<file path="src/rtl/dm_arb_pkg.sv">
// Shared definitions for the two-port data-memory arbiter: op encodings,
// FSM state type, latched command payload and the default memory depth.
package dm_arb_pkg;

    localparam int unsigned MEM_WORDS_DEFAULT = 3072;

    localparam logic [1:0] OP_WORD = 2'b00;
    localparam logic [1:0] OP_BYTE = 2'b01;
    localparam logic [1:0] OP_HALF = 2'b10;

    typedef enum logic [1:0] {
        ST_IDLE  = 2'd0,
        ST_ISSUE = 2'd1,
        ST_RESP  = 2'd2
    } state_t;

    // Command captured from the winning port in IDLE.
    typedef struct packed {
        logic        port;
        logic        we;
        logic [1:0]  op;
        logic [31:0] addr;
        logic [31:0] wdata;
    } cmd_t;

endpackage

</file>
<file path="src/rtl/dm_lane_gen.sv">
// Byte-lane generator: turns a command's size/address/data into lane enables,
// lane-replicated store data and a legality flag.
//   i_op      : size encoding (word/byte/half, 11 illegal)
//   i_addr    : byte address
//   i_wdata   : right-justified store data
//   o_be_c    : byte-lane enables
//   o_wdata_c : store data replicated across lanes
//   o_err_c   : command is illegal (bad op, misaligned or out of range)
module dm_lane_gen
    import dm_arb_pkg::*;
#(
    parameter int unsigned MEM_WORDS = MEM_WORDS_DEFAULT
) (
    input  logic [1:0]  i_op,
    input  logic [31:0] i_addr,
    input  logic [31:0] i_wdata,
    output logic [3:0]  o_be_c,
    output logic [31:0] o_wdata_c,
    output logic        o_err_c
);

    logic w_out_of_range;

    assign w_out_of_range = ({2'b00, i_addr[31:2]} >= 32'(MEM_WORDS));

    // Lane decode per access size; alignment faults fold into the range check.
    always_comb begin
        o_be_c    = 4'b0000;
        o_wdata_c = i_wdata;
        o_err_c   = w_out_of_range;
        case (i_op)
            OP_WORD: begin
                o_be_c    = 4'b1111;
                o_wdata_c = i_wdata;
                if (i_addr[1:0] != 2'b00) o_err_c = 1'b1;
            end
            OP_HALF: begin
                o_be_c    = i_addr[1] ? 4'b1100 : 4'b0011;
                o_wdata_c = {2{i_wdata[15:0]}};
                if (i_addr[0]) o_err_c = 1'b1;
            end
            OP_BYTE: begin
                o_be_c    = 4'b0001 << i_addr[1:0];
                o_wdata_c = {4{i_wdata[7:0]}};
            end
            default: o_err_c = 1'b1;
        endcase
    end

endmodule

</file>
<file path="src/rtl/dm_arbiter.sv">
// Two-port round-robin arbiter in front of a single-ported word memory.
// One command in flight: IDLE picks a winner, ISSUE drives the memory and
// pulses gnt (plus err when rejected), RESP returns load data.
//   clk, reset                  : clock, synchronous active-high reset
//   pN_req/we/op/addr/wdata     : port N command, held until pN_gnt
//   pN_gnt/err/rvalid/rdata     : port N accept, reject, load-data pulse, load word
//   mem_we/be/addr/wdata        : memory write strobe, lanes, word address, data
//   mem_rdata                   : combinational read of the word at mem_addr
module dm_arbiter
    import dm_arb_pkg::*;
#(
    parameter int unsigned MEM_WORDS = MEM_WORDS_DEFAULT
) (
    input  logic        clk,
    input  logic        reset,
    input  logic        p0_req,
    input  logic        p0_we,
    input  logic [1:0]  p0_op,
    input  logic [31:0] p0_addr,
    input  logic [31:0] p0_wdata,
    output logic        p0_gnt,
    output logic        p0_err,
    output logic        p0_rvalid,
    output logic [31:0] p0_rdata,
    input  logic        p1_req,
    input  logic        p1_we,
    input  logic [1:0]  p1_op,
    input  logic [31:0] p1_addr,
    input  logic [31:0] p1_wdata,
    output logic        p1_gnt,
    output logic        p1_err,
    output logic        p1_rvalid,
    output logic [31:0] p1_rdata,
    output logic        mem_we,
    output logic [3:0]  mem_be,
    output logic [31:0] mem_addr,
    output logic [31:0] mem_wdata,
    input  logic [31:0] mem_rdata
);

    state_t      r_state;
    cmd_t        r_cmd;
    logic        r_last;
    logic [31:0] r_rdata0;
    logic [31:0] r_rdata1;

    logic        w_win;
    cmd_t        w_pick;
    logic [3:0]  w_be;
    logic [31:0] w_wdata;
    logic        w_err;
    logic        w_issue;
    logic        w_resp;

    dm_lane_gen #(
        .MEM_WORDS (MEM_WORDS)
    ) u_lane_gen (
        .i_op      (r_cmd.op),
        .i_addr    (r_cmd.addr),
        .i_wdata   (r_cmd.wdata),
        .o_be_c    (w_be),
        .o_wdata_c (w_wdata),
        .o_err_c   (w_err)
    );

    // Port 1 wins when alone, or on a tie when port 0 held the last grant.
    assign w_win  = p1_req & (~p0_req | ~r_last);
    assign w_pick = w_win ? cmd_t'{port: 1'b1, we: p1_we, op: p1_op, addr: p1_addr, wdata: p1_wdata}
                          : cmd_t'{port: 1'b0, we: p0_we, op: p0_op, addr: p0_addr, wdata: p0_wdata};

    // Command FSM; load data is captured on the ISSUE -> RESP edge.
    always_ff @(posedge clk) begin
        if (reset) begin
            r_state  <= ST_IDLE;
            r_cmd    <= '0;
            r_last   <= 1'b1;
            r_rdata0 <= '0;
            r_rdata1 <= '0;
        end else begin
            case (r_state)
                ST_IDLE: begin
                    if (p0_req | p1_req) begin
                        r_cmd   <= w_pick;
                        r_last  <= w_win;
                        r_state <= ST_ISSUE;
                    end
                end
                ST_ISSUE: begin
                    if (w_err || r_cmd.we) begin
                        r_state <= ST_IDLE;
                    end else begin
                        r_state <= ST_RESP;
                        if (r_cmd.port) r_rdata1 <= mem_rdata;
                        else            r_rdata0 <= mem_rdata;
                    end
                end
                ST_RESP: r_state <= ST_IDLE;
                default: r_state <= ST_IDLE;
            endcase
        end
    end

    // Every output is forced low while reset is high, so a reset landing in
    // ISSUE neither grants nor writes.
    assign w_issue = (r_state == ST_ISSUE) & ~reset;
    assign w_resp  = (r_state == ST_RESP) & ~reset;

    assign p0_gnt    = w_issue & ~r_cmd.port;
    assign p1_gnt    = w_issue &  r_cmd.port;
    assign p0_err    = p0_gnt & w_err;
    assign p1_err    = p1_gnt & w_err;
    assign p0_rvalid = w_resp & ~r_cmd.port;
    assign p1_rvalid = w_resp &  r_cmd.port;
    assign p0_rdata  = reset ? 32'h0 : r_rdata0;
    assign p1_rdata  = reset ? 32'h0 : r_rdata1;

    assign mem_we    = w_issue & r_cmd.we & ~w_err;
    assign mem_be    = w_issue ? w_be : 4'b0000;
    assign mem_addr  = w_issue ? {r_cmd.addr[31:2], 2'b00} : 32'h0;
    assign mem_wdata = w_issue ? w_wdata : 32'h0;

endmodule

</file>
<file path="config.mk">
export PLATFORM = sky130hd
export DESIGN_NAME = dm_arbiter
export DESIGN_NICKNAME = d
export VERILOG_FILES = /design/src/rtl/dm_arb_pkg.sv /design/src/rtl/dm_lane_gen.sv /design/src/rtl/dm_arbiter.sv
export SDC_FILE = /design/constraint.sdc
export NUM_CORES = 1
export LEC_CHECK = 0
export CORE_MARGIN = 5
export CORE_UTILIZATION = 45
export DETAILED_ROUTE_END_ITERATION = 7
export PLACE_DENSITY = 0.86
export SKIP_LAST_GASP = 1
export SYNTH_ARGS = -nofsm -noshare
export SYNTH_HDL_FRONTEND = slang
export SYNTH_SLANG_ARGS = --single-unit
</file>
<file path="constraint.sdc">
create_clock -name clk -period 6.1 [get_ports clk]
set_input_delay 0.61 -clock clk [delete_from_list [all_inputs] [get_ports clk]]
set_output_delay 0.61 -clock clk [all_outputs]
set_load 0.005 [all_outputs]
</file>
==> results.cfg <==
[clock_tree]
cts.path.max_buffers = 2
cts-htree-levels = 4
cts_tree = built
cts_setup_buffers = 0
cts_resized = 0
path_clk_slew_ns = 0.06
cts_root_buf = clkbuf_16
numCtsBuffers = 17
clock_latency_ns = 0.41
cts_sinks = 135
holdBufCountCts = 0

[detailed_routing]
vias = 6247
drt_iter0_drc = 301
antenna_left = 0
wl_per_cell_um = 16.13
viasPerCell = 4.994
post-route-drc-count = 0
wl_mm = 20.18
firstDrtPassIters = 4

[synth]
synth-seq-area-share = 0.3918
synthesis.area_sq_mm = 0.006898
avgSynthCellArea_sq_um = 8.821
yosys_warnings = 0
synthTopCellsByArea = dfxtp_1, mux2i_1, nand2b_1, a211oi_1, nor2_1
ys_types = 34
synth.ff_latch_count = 135
yosysTopAreaCell = dfxtp_1
synth_top_area_frac = 0.3918
syn_inst = 782

[placed_design]
hpwl_mm = 15.01
dp_slack_ns = 2.650
place_congestion = 0.7870
placed_cells = 1220
port_buffers = 306
placed_area_sq_mm = 0.009973

[setup_path]
crit_fanout = 13
critical_path_class = flop to output port
crit_arrival_ns = 3.32
worstPathRequired_ns = 5.49
critPathCaptureType = output port
critPathLaunchType = flop

[floorplan]
num_io_pins = 309
die_h_um = 133.8
die_w_um = 133.8
design.core.area_sq_mm = 0.01515
die-area_sq_mm = 0.01791
start_util = 0.4554
rows = 45

[layout]
syn2layout_area_growth_pct = 52.44
final-instance-count-excl-fill = 1251
drive_gt1_frac = 0.04045
antenna_cells = 0
nFillCells = 1168
nets = 1225
layout_commonest_cell = clkdlybuf4s50_1
final_area_sq_mm = 0.01052
mostFrequentLayoutCells = clkdlybuf4s50_1, dfxtp_1, mux2i_1

[power]
power.density_mw_per_mm2 = 224.7
peakVddDrop_mv = 0.1848
p_leak_nw = 4.344
p_int_w = 0.001753
p_clk_frac = 0.398
pwr-share-seq = 0.414
p_comb_frac = 0.188
switchingPower_w = 0.0006105
swShare = 0.2583

[global_route]
grtUsageTotal = 0.2185
grt_pass1_vias = 5999
antenna_found_initial = 0
grt_pass1_wl_mm = 31.18
grt-ovfl-total = 0
grt_max_degree = 126

[timing]
max_slew_margin = 0.2644
report.final.slew_viol_count = 0
fmax_ghz = 0.2543
rsz0062_at_grt = no
holdWs_ns = 0.4812
finalSetupViolations = 0
period_needed_ns = 3.933
hold_violations = 0
worst_pin_slew_ns = 1.103
setup_tns_ns = 0
setup_ws_ns = 2.167
period_share = 0.6447
clock_skew_ns = 0.008004

[flow_run]
drv_cap = 0

[outcome]
status = complete, no violations

[worst_hold_path]
hold_class = flop to flop
-- area by class of cell --
type,instances,area (sq um),area share
clock inverters,9,77.57,0.007377
repair buffers,312,3105,0.2953
flip-flops and latches,135,2703,0.2570
inverters,68,255.2,0.02427
clock buffers,22,464.2,0.04415
well taps,188,235.2,0.02237
multi-input cells,517,3675,0.3495
-- per-layer routing --
| metal | track usage | wire length [um] | vias up |
|---|---|---|---|
| li1 | - | - | 3178 |
| met1 | 0.2582 | 8365 | 2806 |
| met2 | 0.3692 | 9700 | 232 |
| met3 | 0.06902 | 1630 | 31 |
| met4 | 0.08686 | 483 | 0 |
| met5 | 0 | 0 | - |
-- Yosys cell counts, drive strengths merged --
cell type / count
a31oi: 2
mux2i: 131
nand2b: 98
o21a: 4
clkbuf: 43
nor3: 2
and2: 40
nor3b: 2
a21oi: 12
nor4b: 1
a21boi: 2
a211oi: 76
a22oi: 16
or3b: 3
and4bb: 1
conb: 1
and3: 1
nor2: 99
o21ai: 3
or3: 1
nor4: 7
dfxtp: 135
nor2b: 9
inv: 68
or2: 1
buf: 20
ha: 4
-- logic make-up after synthesis --
family                     after synthesis  synth area share
adders and majority gates                4          0.007256
AOI/OAI and AO/OA                      115            0.1194
and+or+nand+nor                        265            0.2115
DFF                                    135            0.3918
muxes                                  131            0.1901
buffers and inverters                  131           0.07944
other                                    1         0.0005436
-- final timing paths --
path	from	endpoint	slack, ns	cells after the start
min	r_rdata1[21]$_SDFFE_PP0P_	r_rdata1[21]$_SDFFE_PP0P_	0.48	2
max reg2reg	r_cmd[65]$_SDFFE_PP0P_	r_rdata1[1]$_SDFFE_PP0P_	3.45	7
min reg2reg	r_rdata1[21]$_SDFFE_PP0P_	r_rdata1[21]$_SDFFE_PP0P_	0.48	2
max	r_cmd[65]$_SDFFE_PP0P_	mem_we	2.17	7
-- worst max-delay path: stages, from the launching register on --
cell and delay [ns]:
dfxtp_1 0.38, inv_1 0.08, ha_1 0.35, nor3_1 0.40, a31oi_1 0.20, nor4_1 0.71
and3_1 0.26, clkdlybuf4s50_1 0.53
-- power by group through the flow --
stage,clock network (W),logic (W),registers [W]
2_1_floorplan,0,0.000250,0.000982
3_3_place_gp,0,0.000437,0.000994
3_5_place_dp,0,0.000444,0.000996
4_1_cts,0.000958,0.000447,0.000977
5_1_grt,0.000997,0.000484,0.000985
6_report,0.000941,0.000443,0.000979
-- flip-flops by register name (all words and copies together), names as in the netlist --
signal / flops
r_cmd: 68
r_last: 1
r_rdata0: 32
r_rdata1: 32
r_state: 2
-- per-stage QoR --
step / utilization / power (W)
floorplan: - / 0.001232
global placement: 0.6585 / 0.001431
detailed placement: 0.6585 / 0.001440
CTS: 0.6943 / 0.002382
global route: 0.6943 / 0.002467
finish: 0.6943 / 0.002363
(Power assumes the default switching activity.)
